--- config.mk ---
export PLATFORM = sky130hd
export DESIGN_NAME = instr_fetch_flat
export DESIGN_NICKNAME = d
export VERILOG_FILES = /design/src/rtl/ifetch_pkg.sv /design/src/rtl/ifetch_if.sv /design/src/rtl/instr_field_decoder.sv /design/src/rtl/instr_fetch.sv /design/src/flat_wrapper.sv
export SDC_FILE = /design/constraint.sdc
export NUM_CORES = 1
export LEC_CHECK = 0
export CORE_AREA = 2 2 92 94
export DETAILED_ROUTE_END_ITERATION = 10
export DIE_AREA = 0 0 94 96
export GPL_ROUTABILITY_DRIVEN = 0
export HOLD_SLACK_MARGIN = 0.15
export PLACE_DENSITY = 0.85
export SYNTH_ARGS = -nofsm -noshare
export SYNTH_HDL_FRONTEND = slang
export SYNTH_SLANG_ARGS = --single-unit
--- constraint.sdc ---
create_clock -name clk -period 4.2 [get_ports clk]
set_clock_uncertainty 0.05 [all_clocks]
set_input_delay 1.26 -clock clk [delete_from_list [all_inputs] [get_ports clk]]
set_output_delay 1.26 -clock clk [all_outputs]
set_load 0.01 [all_outputs]
--- src/rtl/ifetch_pkg.sv ---
// Shared definitions for the instruction-fetch stage: FSM encoding,
// instruction field positions, the HALT opcode and the default reset PC.
package ifetch_pkg;

  typedef enum logic [2:0] {
    RST_IDLE = 3'd0,
    FETCH    = 3'd1,
    WAIT     = 3'd2,
    ISSUE    = 3'd3,
    HALTED   = 3'd4
  } fetch_state_t;

  localparam logic [31:0] PC_RESET_DEFAULT = 32'h0000_0000;

  localparam int OPC_MSB  = 31;
  localparam int OPC_LSB  = 26;
  localparam int RS_MSB   = 25;
  localparam int RS_LSB   = 21;
  localparam int RT_MSB   = 20;
  localparam int RT_LSB   = 16;
  localparam int RD_MSB   = 15;
  localparam int RD_LSB   = 11;
  localparam int IMM1_MSB = 15;
  localparam int IMM2_MSB = 25;

  localparam logic [5:0] OPC_HALT = 6'h3F;

endpackage

--- src/rtl/ifetch_if.sv ---
// Bus between the fetch stage, its instruction memory and the execute stage.
// Handshake: the fetch side holds instr_valid and every decoded field stable
// until the cycle in which instr_ready is also high; that cycle is the transfer.
interface ifetch_if #(
  parameter int IMEM_AW = 8
);
  logic               imem_en;
  logic [IMEM_AW-1:0] imem_addr;
  logic [31:0]        imem_rdata;
  logic               instr_valid;
  logic               instr_ready;
  logic [31:0]        redirect_pc;
  logic [5:0]         opcode;
  logic [4:0]         rs_addr;
  logic [4:0]         rt_addr;
  logic [4:0]         rd_addr;
  logic [15:0]        immediate_1;
  logic [25:0]        immediate_2;
  logic [31:0]        pc_next;
  logic               halted;

  modport master (
    output imem_en, imem_addr, instr_valid, opcode, rs_addr, rt_addr, rd_addr,
           immediate_1, immediate_2, pc_next, halted,
    input  imem_rdata, instr_ready, redirect_pc
  );

  modport slave (
    input  imem_en, imem_addr, instr_valid, opcode, rs_addr, rt_addr, rd_addr,
           immediate_1, immediate_2, pc_next, halted,
    output imem_rdata, instr_ready, redirect_pc
  );
endinterface

--- src/rtl/instr_field_decoder.sv ---
// Purely combinational split of the instruction register into its fields.
module instr_field_decoder
  import ifetch_pkg::*;
(
  input  logic [31:0] i_ir,
  output logic [5:0]  o_opcode,
  output logic [4:0]  o_rs_addr,
  output logic [4:0]  o_rt_addr,
  output logic [4:0]  o_rd_addr,
  output logic [15:0] o_immediate_1,
  output logic [25:0] o_immediate_2
);
  assign o_opcode      = i_ir[OPC_MSB:OPC_LSB];
  assign o_rs_addr     = i_ir[RS_MSB:RS_LSB];
  assign o_rt_addr     = i_ir[RT_MSB:RT_LSB];
  assign o_rd_addr     = i_ir[RD_MSB:RD_LSB];
  assign o_immediate_1 = i_ir[IMM1_MSB:0];
  assign o_immediate_2 = i_ir[IMM2_MSB:0];
endmodule

--- src/rtl/instr_fetch.sv ---
// Three-cycle instruction fetch stage (FETCH -> WAIT -> ISSUE) with PC and IR.
// Define IFETCH_HALT_EN to stop fetching after a consumed HALT opcode.
module instr_fetch
  import ifetch_pkg::*;
#(
  parameter logic [31:0] PC_RESET = PC_RESET_DEFAULT,
  parameter int          IMEM_AW  = 8
) (
  input  logic         clk,
  input  logic         rst,
  ifetch_if.master     bus,
  output fetch_state_t o_dbg_state
);
  fetch_state_t r_state;
  fetch_state_t w_state_nxt;
  logic [31:0]  r_pc;
  logic [31:0]  r_ir;
  logic [5:0]   w_opcode;
  logic         w_handshake;
  logic         w_is_halt;
  logic         w_imem_en;
  logic         w_instr_valid;
  logic         w_halted;

  instr_field_decoder u_decoder (
    .i_ir          (r_ir),
    .o_opcode      (w_opcode),
    .o_rs_addr     (bus.rs_addr),
    .o_rt_addr     (bus.rt_addr),
    .o_rd_addr     (bus.rd_addr),
    .o_immediate_1 (bus.immediate_1),
    .o_immediate_2 (bus.immediate_2)
  );

  assign w_handshake = (r_state == ISSUE) && bus.instr_ready;
`ifdef IFETCH_HALT_EN
  assign w_is_halt = (w_opcode == OPC_HALT);
`else
  assign w_is_halt = 1'b0;
`endif

  always_ff @(posedge clk or negedge rst) begin
    if (!rst) r_state <= RST_IDLE;
    else      r_state <= w_state_nxt;
  end

  always_comb begin
    w_state_nxt = r_state;
    case (r_state)
      RST_IDLE: w_state_nxt = FETCH;
      FETCH:    w_state_nxt = WAIT;
      WAIT:     w_state_nxt = ISSUE;
      ISSUE:    if (bus.instr_ready) w_state_nxt = w_is_halt ? HALTED : FETCH;
      HALTED:   w_state_nxt = HALTED;
      default:  w_state_nxt = RST_IDLE;
    endcase
  end

  always_comb begin
    w_imem_en     = 1'b0;
    w_instr_valid = 1'b0;
    w_halted      = 1'b0;
    case (r_state)
      FETCH:   w_imem_en     = 1'b1;
      ISSUE:   w_instr_valid = 1'b1;
`ifdef IFETCH_HALT_EN
      HALTED:  w_halted      = 1'b1;
`endif
      default: ;
    endcase
  end

  // A HALT handshake leaves the PC pointing at the HALT instruction.
  always_ff @(posedge clk or negedge rst) begin
    if (!rst) begin
      r_pc <= PC_RESET;
      r_ir <= '0;
    end else begin
      if (r_state == WAIT) r_ir <= bus.imem_rdata;
      if (w_handshake && !w_is_halt) r_pc <= bus.redirect_pc;
    end
  end

  assign bus.imem_en     = w_imem_en;
  assign bus.imem_addr   = r_pc[IMEM_AW-1:0];
  assign bus.instr_valid = w_instr_valid;
  assign bus.opcode      = w_opcode;
  assign bus.pc_next     = r_pc + 32'd1;
  assign bus.halted      = w_halted;
  assign o_dbg_state     = r_state;
endmodule

--- src/flat_wrapper.sv ---
// flat-port wrapper written by rule: the top's interface ports become plain ports
module instr_fetch_flat import ifetch_pkg::*;
#(
  parameter logic [31:0] PC_RESET = PC_RESET_DEFAULT,
  parameter int          IMEM_AW  = 8
)
  (clk, rst, o_dbg_state, bus_imem_en, bus_imem_addr, bus_instr_valid, bus_opcode, bus_rs_addr, bus_rt_addr, bus_rd_addr, bus_immediate_1, bus_immediate_2, bus_pc_next, bus_halted, bus_imem_rdata, bus_instr_ready, bus_redirect_pc);
  ifetch_if #(.IMEM_AW(IMEM_AW)) bus_i ();
  input  logic clk;
  input  logic rst;
  output fetch_state_t o_dbg_state;
  output wire logic [$bits(bus_i.imem_en)-1:0] bus_imem_en;
  output wire logic [$bits(bus_i.imem_addr)-1:0] bus_imem_addr;
  output wire logic [$bits(bus_i.instr_valid)-1:0] bus_instr_valid;
  output wire logic [$bits(bus_i.opcode)-1:0] bus_opcode;
  output wire logic [$bits(bus_i.rs_addr)-1:0] bus_rs_addr;
  output wire logic [$bits(bus_i.rt_addr)-1:0] bus_rt_addr;
  output wire logic [$bits(bus_i.rd_addr)-1:0] bus_rd_addr;
  output wire logic [$bits(bus_i.immediate_1)-1:0] bus_immediate_1;
  output wire logic [$bits(bus_i.immediate_2)-1:0] bus_immediate_2;
  output wire logic [$bits(bus_i.pc_next)-1:0] bus_pc_next;
  output wire logic [$bits(bus_i.halted)-1:0] bus_halted;
  input wire logic [$bits(bus_i.imem_rdata)-1:0] bus_imem_rdata;
  input wire logic [$bits(bus_i.instr_ready)-1:0] bus_instr_ready;
  input wire logic [$bits(bus_i.redirect_pc)-1:0] bus_redirect_pc;
  assign bus_imem_en = bus_i.imem_en;
  assign bus_imem_addr = bus_i.imem_addr;
  assign bus_instr_valid = bus_i.instr_valid;
  assign bus_opcode = bus_i.opcode;
  assign bus_rs_addr = bus_i.rs_addr;
  assign bus_rt_addr = bus_i.rt_addr;
  assign bus_rd_addr = bus_i.rd_addr;
  assign bus_immediate_1 = bus_i.immediate_1;
  assign bus_immediate_2 = bus_i.immediate_2;
  assign bus_pc_next = bus_i.pc_next;
  assign bus_halted = bus_i.halted;
  assign bus_i.imem_rdata = bus_imem_rdata;
  assign bus_i.instr_ready = bus_instr_ready;
  assign bus_i.redirect_pc = bus_redirect_pc;
  instr_fetch #(.PC_RESET(PC_RESET), .IMEM_AW(IMEM_AW)) u_core (.clk(clk), .rst(rst), .bus(bus_i), .o_dbg_state(o_dbg_state));
endmodule
==> reports/metrics.yaml, run 1 <==
status: "complete, no violations"
min_path_cells: 1
rsz0062_at_grt: "false"
r2r_end: "u_core.r_ir[28]"
ioPinCount: 176
drv_slew: 0
vias: 2519
drtAntennaViolNets: 0
startpoint_type: "flop"
fin_setup_tns_ns: 0
routed_wl_mm: 7.95
drtIter0Drc: 45
dp_hpwl_mm: 6.09
synthMuxAreaShare_pct: 21.2
grt_pass1_wl_mm: 12.3
r2r_start: "u_core.o_dbg_state[1]"
cts_setup_buffers: 0
tightest_slew_ns: 0.587
slowest_delay_ns: 0.57
layout_min_cycle_time_ns: 3.92
synth_area_leaders: "dfrtp_1 49%, mux2_2 21%, buf_4 8.8%"
netlist.area_leader.share_pct: 49.3
synthAdderAreaFrac_pct: 0.368
die_w_um: 94
clk_root_buffer_cell: "clkbuf_8"
area_growth_pct: 50.8
comb_power_share_pct: 55.6
switching_share_pct: 34.6
clk_latency_ns: 0.32
synth-xor-area-share_pct: 7.72
core-area_sq_mm: 0.00805
leakagePower_nw: 2.05
synth-simple-area-share_pct: 10.3
ir_worst_vdd_v: 0.000440
rrSetupSlack_ns: 2.47
worst_path_max_delay_cell: "clkdlybuf4s50_1"
fmax_ghz: 0.255
grt_util_all_layers_pct: 17.4
start_util_pct: 42.3
grt_busiest_layer: "met2"
met2_usage_pct: 31.1
hp-start: "u_core.r_ir[29]"
yosysTopAreaCell: "dfrtp_1"
grt_pass1_vias: 2599
synth_nets: 341
nets: 481
synth-seq-cells: 67
hold_buffers: 0
end_kind: "output port"
maxCapViolCount: 0
cts_tree: "done"
slew_headroom_pct: 60.6
pwr-share-seq_pct: 33.0
worst_slack_ns: 0.277
synth_cell_types: 30
cts_made_buffers: 9
p_sw_mw: 1.41
rows: 33
yosysSeqAreaShare_pct: 49.3
htreeDepth: 3
first_pass_iters: 6
clk_path_buf_depth: 2
setup_violations: 0
period_share_pct: 93.4
vias_per_cell: 4.82
hold-path-endpoint: "u_core.r_ir[29]"
finalHoldViolCount: 0
path_class: "reg2out"
cts_num_sinks: 67
p_int_mw: 2.66
cp.required_ns: 2.89
antenna_found_initial: 0
clkSlewWorstSetupHoldPaths_ns: 0.07
dieArea_sq_mm: 0.00902
diodes: 0
met3_usage_pct: 5.40
dp_slack_ns: 0.598
reg2regPathDepth: 4
power_density_mw_per_mm2: 793
portBuffers: 174
drive_gt1_share_pct: 20.3
grt_max_degree: 45
synth_area_sq_mm: 0.00340
synth_top_family_by_area: "multiplexers"
synth_cells: 273
clkPwrFrac_pct: 11.5
crit_path_max_fanout: 8
synth.avg_cell_area_sq_um: 12.5
synth_compound_area_share_pct: 0.551
grt.overflow.total: 0
met1_usage_pct: 19.6
cp_cell_sequence: "ha_1 -> nand4_1 -> nor4_4 -> nand3_1 -> xnor2_1 -> clkdlybuf4s50_1"
critPathArrivalTime_ns: 2.61
drc: 0
die_h_um: 96
hold_class: "reg2reg"
synth_warnings: 0
power_mw: 4.07
wl_per_cell_um: 15.2
post_cts_resize_count: 0
-- worst max path at each step --
stage | from | to | slack, ns | cells after the start
after CTS | u_core.r_pc[0] | bus_pc_next[20] | 0.24 | 6
after global placement | u_core.r_pc[0] | bus_pc_next[18] | 0.70 | 6
after detailed placement | u_core.r_pc[0] | bus_pc_next[20] | 0.60 | 6
after floorplan | u_core.r_pc[0] | bus_pc_next[18] | 1.35 | 5
after global routing | u_core.r_pc[0] | bus_pc_next[20] | 0.009 | 6
final | u_core.r_pc[0] | bus_pc_next[20] | 0.28 | 6
-- metrics by stage --
stage	utilization, %	hold slack (ns)	area [sq um]	std cells
after floorplan	-	0.451	3400	273
after global placement	61.6	0.440	4960	507
after detailed placement	61.6	0.449	4960	507
after CTS	63.8	0.468	5130	523
after global routing	63.8	0.478	5130	523
final	63.8	0.461	5130	523
-- power groups by stage --
stage / Clock [mW] / Sequential [mW] / Combinational [mW]
after global routing: 0.513 / 1.40 / 2.41
after CTS: 0.487 / 1.34 / 2.30
after floorplan: 0 / 1.33 / 1.23
after global placement: 0 / 1.32 / 2.25
final: 0.466 / 1.34 / 2.26
after detailed placement: 0 / 1.35 / 2.28
-- layout by cell type, fill, tap and decap left out, types with 3 or more instances in the layout --
master           netlist  layout
nor2_1                 4       4
xnor2_1               24      24
nand3_1               15      15
inv_1                  5       5
nand4_1                9       9
clkbuf_1               1       3
clkdlybuf4s50_1        0     173
nand2_1                8       8
xor2_1                 6       6
buf_4                 40       3
nor3_1                 3       3
nor3b_1                3       3
dfrtp_1               67      67
mux2_2                62      62
clkbuf_8               0      11
-- worst max-delay path, delay by kind of cell, from the launching register on --
| family | cells | cell delay [ns] |
|---|---|---|
| simple gates | 3 | 0.87 |
| xor+xnor | 1 | 0.17 |
| buf+inv | 1 | 0.57 |
| fa+ha+maj | 1 | 0.24 |
| flops | 1 | 0.45 |
-- kinds of logic after synthesis --
logic type	count (synthesis)
adder cells (fa/ha/maj)	1
multiplexers	64
XOR/XNOR	30
other	1
flip-flops	67
buffers and inverters	53
AND/OR/NAND/NOR	54
AO/OA/AOI/OAI	3
-- cell usage after synthesis (all sizes together) --
master / n
nor3b: 3
buf: 46
nor2: 4
nand4b: 1
nand4: 10
dfrtp: 67
and4: 2
a31oi: 1
o21bai: 1
and3: 2
conb: 1
xnor2: 24
nand2: 8
mux2: 64
inv: 5
clkbuf: 2
nand3: 16
xor2: 6
a21oi: 1
nor4: 3
nor3: 5
ha: 1
-- registers in the layout, summed over array words and instances, names as in the netlist --
| register | flops |
|---|---|
| u_core.o_dbg_state | 3 |
| u_core.r_ir | 32 |
| u_core.r_pc | 32 |
-- layer usage --
metal	vias up	routed length, um
li1	1184	-
met1	1223	3120
met2	102	4080
met3	10	660
met4	0	90
met5	-	0
-- final cells by class --
type,instances,area (sq um)
Fill cell,634,2920
Timing Repair Buffer,177,1760
Sequential cell,67,1680
Multi-Input combinational cell,153,1380
Clock buffer,14,163
Tap cell,105,131
Inverter,5,18.8
Clock inverter,2,10.0
Power figures use the tool's default switching activity.
==> run 2, diff against run 1 <==
Settings changed: CELL_PAD_IN_SITES_DETAIL_PLACEMENT set to 0, CELL_PAD_IN_SITES_GLOBAL_PLACEMENT set to 2, CORE_AREA 2 2 92 94 to 2 2 118 120, DIE_AREA 0 0 94 96 to 0 0 120 122, PLACE_DENSITY 0.85 to unset, PLACE_DENSITY_LB_ADDON set to 0.1.
==> reports/metrics.yaml, run 2 (synthesis gave the netlist of run 1 again) <==
path_delay_family: "buffers and inverters"
path_depth: 7
die_w_um: 120
slew_headroom_pct: 40.1
fmax_ghz: 0.252
core-area_sq_mm: 0.0135
clk_latency_ns: 0.33
dp.cells: 582
grt.overflow.total: 0
leakagePower_nw: 2.14
drive_gt1_share_pct: 21.0
htreeDepth: 3
grt_pass1_wl_mm: 13.9
grt_max_degree: 68
portBuffers: 174
power_density_mw_per_mm2: 828
vias: 2526
fin_setup_tns_ns: 0
first_pass_iters: 4
instances_no_fill: 599
worst_path_max_delay_cell: "clkdlybuf4s50_1"
antenna_found_initial: 0
status: "complete, no violations"
vias_per_cell: 4.22
routed_wl_mm: 8.77
drtAntennaViolNets: 0
ioPinCount: 176
reg2regPathDepth: 4
rsz0062_at_grt: "false"
critPathBufInv: 2
cts_num_sinks: 67
drc: 0
startpoint_type: "flop"
drv_slew: 0
path_class: "reg2out"
min_path_cells: 1
multiInputGateArea_sq_mm: 0.00138
final_area_sq_mm: 0.00541
ir_worst_vdd_v: 0.000340
dp_hpwl_mm: 6.38
layout_min_cycle_time_ns: 3.97
finalHoldViolCount: 0
setup_violations: 0
grt_util_all_layers_pct: 12.4
critPathArrivalTime_ns: 2.66
whs_ns: 0.455
period_share_pct: 94.6
area_growth_pct: 58.9
dpl_cell_area_sq_mm: 0.00506
clk_root_buffer_cell: "clkbuf_16"
end_kind: "output port"
cts_tree: "done"
cp.required_ns: 2.89
slowest_delay_ns: 0.56
start_util_pct: 25.2
hold_class: "reg2reg"
dieArea_sq_mm: 0.0146
grt_pass1_vias: 2681
final_cell_mix: "173 x clkdlybuf4s50_1, 67 x dfrtp_1, 62 x mux2_2"
nets: 482
wl_per_cell_um: 14.6
cp_cell_sequence: "ha_1 -> nand4_1 -> nor4_4 -> buf_4 -> nand3_1 -> xnor2_1 -> clkdlybuf4s50_1"
clk_path_buf_depth: 2
crit_path_max_fanout: 8
fillers: 1338
drtIter0Drc: 84
clkSlewWorstSetupHoldPaths_ns: 0.06
diodes: 0
rows: 43
layout_commonest_cell: "clkdlybuf4s50_1"
die_h_um: 122
maxCapViolCount: 0
cts_made_buffers: 9
tightest_slew_ns: 0.899
seq_area_sq_mm: 0.00168
-- run 2: cell count changes in the layout (fill, tap and decap cells not counted) --
cell / delta
clkbuf_8: -10
clkbuf_16: +9
bufinv_16: +3
buf_4: +2
clkbuf_1: -2
buf_2: -1
-- run 2: worst paths after layout --
path,startpoint,slack [ns],end
setup reg to reg,u_core.o_dbg_state[1],2.01,u_core.r_ir[23]
min in group asynchronous,rst,1.00,u_core.r_pc[5]
setup / recovery,u_core.r_pc[0],0.23,bus_pc_next[28]
hold / removal,u_core.r_ir[30],0.46,u_core.r_ir[30]
hold reg to reg,u_core.r_ir[30],0.46,u_core.r_ir[30]
max in group asynchronous,rst,2.51,u_core.r_pc[24]
-- run 2: routing by layer --
layer	GRT usage, %	wire (um)	up-vias
li1	-	-	1186
met3	5.06	849	13
met1	14.2	3670	1218
met5	0	0	-
met2	20.2	4080	109
met4	6.18	173	0
-- run 2: final cells by class --
| cell class | count | area share (%) |
|---|---|---|
| Timing Repair Buffer | 178 | 32.7 |
| Sequential cell | 67 | 31.0 |
| Multi-Input combinational cell | 153 | 25.4 |
| Clock buffer | 11 | 4.49 |
| Tap cell | 180 | 4.16 |
| Clock inverter | 5 | 1.85 |
| Inverter | 5 | 0.347 |
-- run 2: report_power, final --
group / switching (mW) / total [mW] / internal, mW
Combinational: 0.826 / 2.27 / 1.44
Sequential: 0.356 / 1.34 / 0.980
Clock: 0.278 / 0.872 / 0.594
-- run 2: stage by stage --
stage | utilization [%] | worst slack, ns | power (mW)
2_1_floorplan | - | 1.35 | 2.56
3_3_place_gp | 37.5 | 0.515 | 3.64
3_5_place_dp | 37.5 | 0.463 | 3.65
4_1_cts | 40.0 | 0.0992 | 4.56
5_1_grt | 40.0 | 0.0488 | 4.77
6_report | 40.0 | 0.225 | 4.48
-- run 2: repair_timing --
item	in CTS	in global routing
gates resized for setup	0	0
setup endpoints to repair	0	2
hold buffers	0	0
setup buffers	0	1
==> run 3, diff against run 2 <==
Settings changed: CTS_BUF_LIST set to sky130_fd_sc_hd__clkbuf_16.
==> reports/metrics.yaml, run 3 (synthesis gave the netlist of run 1 again) <==
layout_commonest_cell: "clkdlybuf4s50_1"
start_util_pct: 25.2
worst_slack_ns: 0.225
min_path_cells: 1
hold_class: "reg2reg"
htreeDepth: 3
clk_path_buf_depth: 2
cts_made_buffers: 9
reg2regPathDepth: 4
core-area_sq_mm: 0.0135
routed_wl_mm: 8.77
diodes: 0
clkSlewWorstSetupHoldPaths_ns: 0.06
drc: 0
drv_slew: 0
first_pass_iters: 4
pwr-share-seq_pct: 30.0
cts_tree: "done"
grt.overflow.total: 0
ir_worst_vdd_v: 0.000339
dp_hpwl_mm: 6.38
vias: 2526
drtIter0Drc: 84
grt_util_all_layers_pct: 12.4
p_int_mw: 3.00
layout_min_cycle_time_ns: 3.97
status: "complete, no violations"
drtAntennaViolNets: 0
hp-start: "u_core.r_ir[30]"
slew_headroom_pct: 40.1
switching_share_pct: 32.8
antenna_found_initial: 0
fin_setup_tns_ns: 0
setup_violations: 0
fillers: 1339
die_h_um: 122
power_density_mw_per_mm2: 825
area_growth_pct: 58.6
rows: 43
r2r_end: "u_core.r_ir[23]"
end_kind: "output port"
rrSetupSlack_ns: 2.01
crit_path_max_fanout: 8
maxCapViolCount: 0
critPathArrivalTime_ns: 2.66
fmax_ghz: 0.252
clk_latency_ns: 0.33
dieArea_sq_mm: 0.0146
cts_num_sinks: 67
leakagePower_nw: 2.13
wl_per_cell_um: 14.6
nets: 482
grt_pass1_wl_mm: 13.9
path_class: "reg2out"
drive_gt1_share_pct: 20.8
grt_max_degree: 68
hold-path-endpoint: "u_core.r_ir[30]"
ioPinCount: 176
vias_per_cell: 4.22
grt_pass1_vias: 2681
dp_slack_ns: 0.463
final_cell_mix: "173 x clkdlybuf4s50_1, 67 x dfrtp_1, 62 x mux2_2"
r2r_start: "u_core.o_dbg_state[1]"
clkPwrFrac_pct: 19.1
clk_root_buffer_cell: "clkbuf_16"
rsz0062_at_grt: "false"
startpoint_type: "flop"
comb_power_share_pct: 50.9
finalHoldViolCount: 0
p_sw_mw: 1.46
cp.required_ns: 2.89
period_share_pct: 94.6
portBuffers: 174
die_w_um: 120
tightest_slew_ns: 0.899
[run 3: metal layers]
layer,share of wire [%],vias to the layer above,track usage [%]
li1,-,1186,-
met1,42,1218,14.2
met2,47,109,20.2
met3,9.7,13,5.06
met4,2.0,0,6.18
met5,0,-,0
[run 3: critical path: stages, from the launching register on]
cell             delay, ns
dfrtp_1               0.46
ha_1                  0.24
nand4_1               0.28
nor4_4                0.31
buf_4                 0.20
nand3_1               0.10
xnor2_1               0.18
clkdlybuf4s50_1       0.56
[run 3: power groups by stage]
stage	logic (mW)	clock network, mW	registers, mW
finish	2.27	0.851	1.34
global route	2.44	0.915	1.40
CTS	2.32	0.884	1.34
detailed placement	2.31	0	1.34
global placement	2.31	0	1.34
floorplan	1.23	0	1.33
[run 3: through the flow]
stage	std cells	hold slack (ns)	area, sq um	util [%]	total power, mW
final	599	0.455	5400	40.0	4.45
after floorplan	273	0.451	3400	-	2.56
after detailed placement	582	0.446	5060	37.5	3.65
after global placement	582	0.440	5060	37.5	3.64
after CTS	598	0.459	5390	39.9	4.54
after global routing	599	0.488	5400	40.0	4.75
[run 3: worst max-delay path by stage]
| stage | start | to | slack, ns | depth (start not counted) |
|---|---|---|---|---|
| after floorplan | u_core.r_pc[0] | bus_pc_next[18] | 1.35 | 5 |
| after global placement | u_core.r_pc[0] | bus_pc_next[28] | 0.52 | 6 |
| after detailed placement | u_core.r_pc[0] | bus_pc_next[28] | 0.46 | 6 |
| after CTS | u_core.r_pc[0] | bus_pc_next[28] | 0.1 | 6 |
| after global routing | u_core.r_pc[0] | bus_pc_next[28] | 0.05 | 7 |
| final | u_core.r_pc[0] | bus_pc_next[28] | 0.23 | 7 |
[run 3: final cells by class]
cell class              count  area [sq um]  area share [%]
clock buffers               9           225            4.17
clock inverters             7           108            1.99
repair buffers            178          1770            32.8
well taps                 180           225            4.17
flip-flops and latches     67          1680            31.1
inverters                   5          18.8           0.348
multi-input cells         153          1380            25.5
[run 3: timing repair]
action                                  CTS  global route
setup buffers                             0             1
endpoints found under the setup margin    0             2
hold buffers                              0             0
resized for setup                         0             0
